## config.mk

```make
export PLATFORM = sky130hd
export DESIGN_NAME = branch_result_writeback
export DESIGN_NICKNAME = d
export VERILOG_FILES = /design/src/rtl/branch_result_writeback.sv
export SDC_FILE = /design/constraint.sdc
export NUM_CORES = 1
export LEC_CHECK = 0
export CAP_MARGIN = 40
export CORE_ASPECT_RATIO = 0.6
export CORE_MARGIN = 2
export CORE_UTILIZATION = 44
export DETAILED_ROUTE_END_ITERATION = 16
export PLACE_DENSITY = 0.87
export SLEW_MARGIN = 10
export SYNTH_ARGS = -nofsm -noshare
export SYNTH_HDL_FRONTEND = slang
export SYNTH_SLANG_ARGS = --single-unit
```

## constraint.sdc

```tcl
create_clock -name clk -period 2 [get_ports clk]
set_input_delay 0.4 -clock clk [delete_from_list [all_inputs] [get_ports clk]]
set_output_delay 0.4 -clock clk [all_outputs]
set_load 0.005 [all_outputs]
```

## src/rtl/branch_result_writeback.sv

```systemverilog
// branch_result_writeback: turns result-bus transfers into register-file writes, splitting SWAP into lo then hi writes.
module branch_result_writeback #(
    parameter int DATA_W = 16,
    parameter int ADDR_W = 4,
    parameter logic [2:0] SWAP_SEL = 3'b011
) (
    input  logic                clk,
    input  logic                rst_n,
    input  logic                in_valid,
    output logic                in_ready,
    input  logic [2:0]          in_sel,
    input  logic [2*DATA_W-1:0] in_result,
    input  logic [ADDR_W-1:0]   in_dst_a,
    input  logic [ADDR_W-1:0]   in_dst_b,
    output logic                rf_we,
    output logic [ADDR_W-1:0]   rf_waddr,
    output logic [DATA_W-1:0]   rf_wdata,
    output logic                fwd_valid,
    output logic [ADDR_W-1:0]   fwd_addr,
    output logic [DATA_W-1:0]   fwd_data
);
    typedef enum logic {IDLE, HI_PEND} state_t;
    state_t state;
    logic   xfer;
    assign in_ready = (state == IDLE);
    assign xfer     = in_valid && in_ready;
    always_ff @(posedge clk or negedge rst_n) begin
        if (!rst_n) begin
            state     <= IDLE;
            rf_we     <= 1'b0;
            rf_waddr  <= '0;
            rf_wdata  <= '0;
            fwd_valid <= 1'b0;
            fwd_addr  <= '0;
            fwd_data  <= '0;
        end else if (state == HI_PEND) begin
            // the parked hi half drains unconditionally; fwd_addr/fwd_data keep their value
            state     <= IDLE;
            rf_we     <= 1'b1;
            rf_waddr  <= fwd_addr;
            rf_wdata  <= fwd_data;
            fwd_valid <= 1'b0;
        end else begin
            rf_we <= xfer;
            if (xfer) begin
                rf_waddr <= in_dst_a;
                rf_wdata <= in_result[DATA_W-1:0];
            end
            if (xfer && in_sel == SWAP_SEL) begin
                state     <= HI_PEND;
                fwd_valid <= 1'b1;
                fwd_addr  <= in_dst_b;
                fwd_data  <= in_result[2*DATA_W-1:DATA_W];
            end
        end
    end
endmodule

```

Yosys cells after proc, flatten, opt, wreduce, memory -nomap -nowiden
Index checks and enable logic that the tools add are counted.
Storage, ports and cells
  register bits after elaboration: 43
  input port bits: 46
Operators by class
  eq/ne operators: 1
  muxes and demuxes: 9
  bitwise gates (word level): 1
  reduce and logical (&&, ||, !) cells: 5
Operators with widths (number)
  16-bit 2-to-1 mux: 2
  4-bit 2-to-1 mux: 2
  1-bit 2-to-1 mux: 5
  2-bit nonzero test: 2
  3-bit by 2-bit == test with 1-bit output, second input constant: 1
  1-bit logical AND: 2
  2-bit AND reduction: 1
  1-bit NOT: 1

Depth between registers and ports, before layout
  depth in word-level cells: 5
  depth in mapped cells: 5

Worst setup path before layout
No wires, ideal clock.
  path kind: input to register
  from: input port in_valid
  to: register fwd_data[0]
  setup time: 125 ps
  arrival time: 1233 ps
  data required time: 1875 ps
  path slack: 641 ps
  cell stages on the path: 5
  cells stage by stage: buf_4 nand4b_4 nor2_8 buf_12 mux2_4
On the way
  cells in the longest elaborated chain, start to end: 3
Ends and longest elaborated chain
  start, declared: RTL line 9  | input logic in_valid,
  1-bit logical AND: RTL line 26  | assign xfer = in_valid && in_ready;
  1-bit logical AND: RTL line 49  | if (xfer && in_sel == SWAP_SEL) begin
  2-bit AND reduction (no source line)
  end signal, assigned: RTL line 53  | fwd_data <= in_result[2*DATA_W-1:DATA_W];
  end, declared: RTL line 20  | output logic [DATA_W-1:0] fwd_data
Every way passes these cells.
A chain may end at the register's enable or synchronous reset.

Worst setup path in the final report
  from: register state
  to: output port in_ready
On the way
  cells in the longest elaborated chain, start to end: 1
Ends and longest elaborated chain
  start, declared: RTL line 23  | state_t state;
  start signal, assigned: RTL line 29  | state <= IDLE;
  start signal, assigned: RTL line 38  | state <= IDLE;
  start signal, assigned: RTL line 50  | state <= HI_PEND;
  1-bit NOT (no source line)
  end, declared: RTL line 10  | output logic in_ready,
Every way passes these cells.

==> impl_metrics.sql <==
INSERT INTO impl_metrics (metric_group, metric, value, unit) VALUES
('global_route', 'grt_pass1_vias', '1280', ''),
('detailed_routing', 'final_wirelength', '4311', 'microns'),
('detailed_routing', 'final_antenna_net_count', '0', ''),
('synthesis', 'yosysSeqAreaShare', '56.99', '%'),
('sta', 'slew-limit-headroom', '75.20', '%'),
('finish', 'antenna_cells_inserted', '0', ''),
('setup_path', 'worstPathRequired', '1.60', 'ns'),
('clock_network', 'cts_sinks', '43', ''),
('setup_path', 'cp_slowest_stage_delay', '0.50', 'ns'),
('clock_network', 'post_cts_resize_count', '0', ''),
('detailed_routing', 'detail_route.first_pass.iterations', '4', ''),
('clock_network', 'clock-root-buffer', 'clkbuf_8', ''),
('placed_design', 'gpl.final_weighted_congestion', '0.7617', ''),
('floorplanning', 'dieArea', '4848', 'sq um'),
('setup_path', 'cp_top_delay_family', 'buffers and inverters', ''),
('hold_path', 'worst_min_path_class', 'primary input to asynchronous set/reset pin', ''),
('global_route', 'grt_remaining_overflow', '0', ''),
('floorplanning', 'num_rows', '18', ''),
('global_route', 'antenna_found_initial', '0', ''),
('finish', 'drive_gt1_share', '14.91', '%'),
('synthesis', 'ys.flop_type', 'dfrtp_1', ''),
('setup_path', 'worstReg2RegStart', 'state$_DFF_PN0_', ''),
('floorplanning', 'chipHeight', '54.74', 'microns'),
('synthesis', 'synth.ff_latch_count', '43', ''),
('floorplanning', 'core-area', '4121', 'sq um'),
('synthesis', 'average_instance_area_after_synthesis', '13.68', 'sq um'),
('clock_network', 'clk_path_buf_depth', '2', ''),
('sta', 'timing.final.setup_violations', '0', ''),
('floorplanning', 'start_util', '45.81', '%'),
('power', 'total_power', '2295', 'uW'),
('setup_path', 'critPathLaunchType', 'flop', ''),
('setup_path', 'path_buf_inv', '2', ''),
('placed_design', 'place.detailed.hpwl', '3235', 'microns'),
('sta', 'setup_tns', '0', 'ns'),
('synthesis', 'synth_cells', '138', ''),
('synthesis', 'synth.most_common_cell', 'dfrtp_1', ''),
('sta', 'final_hold_viol_count', '0', ''),
('setup_path', 'rrSetupSlack', '0.41', 'ns'),
('floorplanning', 'io-pin-count', '89', ''),
('synthesis', 'synth_largest_type_area_fraction', '56.99', '%'),
('clock_network', 'clock_insertion_delay_worst_skew', '0.28', 'ns'),
('power', 'power.density', '793.4', 'nW/um^2'),
('synthesis', 'netlist_top_cells_count', 'dfrtp_1 (43), mux2i_1 (20), nand2_1 (20), o21ai_0 (20), mux2_4 (18)', ''),
('clock_network', 'clock_tree.htree_level_count', '2', ''),
('setup_path', 'worst_setup_path_startpoint', 'state$_DFF_PN0_', ''),
('power', 'vdd.ir_drop.worst', '0.0005990', 'V'),
('detailed_routing', 'remaining_drc_errors', '0', ''),
('synthesis', 'synthesis.nets', '184', ''),
('clock_network', 'cts_inserted_buffers', '5', ''),
('setup_path', 'slowest_stage', 'clkdlybuf4s50_1', ''),
('setup_path', 'worst-r2r-cell-count', '4', ''),
('global_route', 'global_route_wire_length_before_repair', '6637', 'microns'),
('clock_network', 'tritoncts_clock_tree', 'done', ''),
('clock_network', 'post_cts_setup_bufs', '0', ''),
('placed_design', 'place_worst_setup_slack', '0.1391', 'ns'),
('global_route', 'grt_max_degree', '44', ''),
('flow_run', 'maxCapViolCount', '0', ''),
('setup_path', 'cp_cell_sequence', 'inv_1, clkdlybuf4s50_1', ''),
('outcome', 'run_status', 'finished clean', ''),
('clock_network', 'clk_transition_reported_paths', '0.07', 'ns'),
('setup_path', 'crit_end', 'in_ready', ''),
('placed_design', 'buffer_ports.inserted', '88', ''),
('synthesis', 'post_synth_main_area_contributors', 'dfrtp_1 (57%), mux2_4 (14%), mux2i_1 (11%)', ''),
('sta', 'grt_setup_unrepaired', 'no', ''),
('detailed_routing', 'vias_per_cell', '4.719', ''),
('sta', 'achievable-frequency', '563.0', 'MHz'),
('synthesis', 'distinct_cell_type_count_of_the_synthesized_netlist', '15', ''),
('global_route', 'gr-usage-all-layers', '19.18', '%'),
('detailed_routing', 'drt-initial-drc-count', '26', ''),
('setup_path', 'criticalPathCategory', 'flop to output pin', ''),
('detailed_routing', 'num_vias', '1359', '');
==> through the flow <==
step           instance area [sq um]  std cells  hold slack (ns)  utilization (%)
6_report                        2893        288          0.07429            70.19
3_3_place_gp                    2811        280           0.3929            68.21
3_5_place_dp                    2811        280           0.3917            68.21
5_1_grt                         2893        288          0.09782            70.19
4_1_cts                         2893        288          0.07894            70.19
2_1_floorplan                   1888        138           0.1044                -
==> per-layer routing <==
layer  wire (microns)  vias to the layer above  GRT usage, %  part of all wire [%]
met5                0                        -             0                     0
met4               27                        0         4.545                  0.63
met3              225                        2         4.827                   5.2
met2             1958                       43         29.32                    45
met1             2100                      659         27.74                    49
li1                 -                      655             -                     -
==> worst min-delay path by stage <==
stage                from  slack [ns]                        to  depth (start not counted)
finish              rst_n        0.07  fwd_data[12]$_DFFE_PN0P_                          2
global route        rst_n         0.1  rf_wdata[13]$_DFFE_PN0P_                          2
CTS                 rst_n        0.08   rf_wdata[7]$_DFFE_PN0P_                          2
detailed placement  rst_n        0.39  rf_wdata[13]$_DFFE_PN0P_                          2
global placement    rst_n        0.39  rf_wdata[13]$_DFFE_PN0P_                          2
floorplan           rst_n        0.10   fwd_addr[0]$_DFFE_PN0P_                          0
==> power breakdown <==
group          internal (uW)  leakage, uW  switching, uW
sequential              1020     0.000515            111
clock                    245    0.0000422            269
combinational            478     0.000690            176
==> registers in the layout, summed over array words and instances (netlist names) <==
register	cells
rf_wdata	16
fwd_valid	1
rf_waddr	4
fwd_data	16
fwd_addr	4
rf_we	1
state	1
==> layout by cell type (no fill, tap or decap) <==
cell	instances
mux2_4	18
a21o_1	1
buf_4	2
clkdlybuf4s50_1	87
clkbuf_8	5
buf_12	2
nor2_8	1
o21ai_0	20
clkbuf_1	2
buf_2	1
mux2i_1	20
mux2_2	2
clkinv_2	1
nand4b_4	1
or2_2	1
nand2_1	20
dfrtp_1	43
inv_1	1
==> cells by family (layout without fill, tap and decap cells) <==
group,after synthesis,in the layout,share of synthesized area (%)
buffers and inverters,11,101,4.572
and+or+nand+nor,23,23,6.627
AOI/OAI and AO/OA,21,21,5.699
DFF,43,43,56.99
muxes,40,40,26.11
==> layout make-up <==
class	count	area, sq um
well taps	60	75.07
flip-flops and latches	43	1076
multi-input cells	84	725.7
repair buffers	92	930.9
inverters	1	3.754
fillers	305	1229
clock buffers	7	76.32
clock inverters	1	5.005
==> worst reg2reg max path, stage by stage, from the launching register on <==
cell	delay (ns)
dfrtp_1	0.48
buf_4	0.29
nor2_8	0.15
buf_12	0.20
mux2_2	0.35
Power figures use the tool's default switching activity.
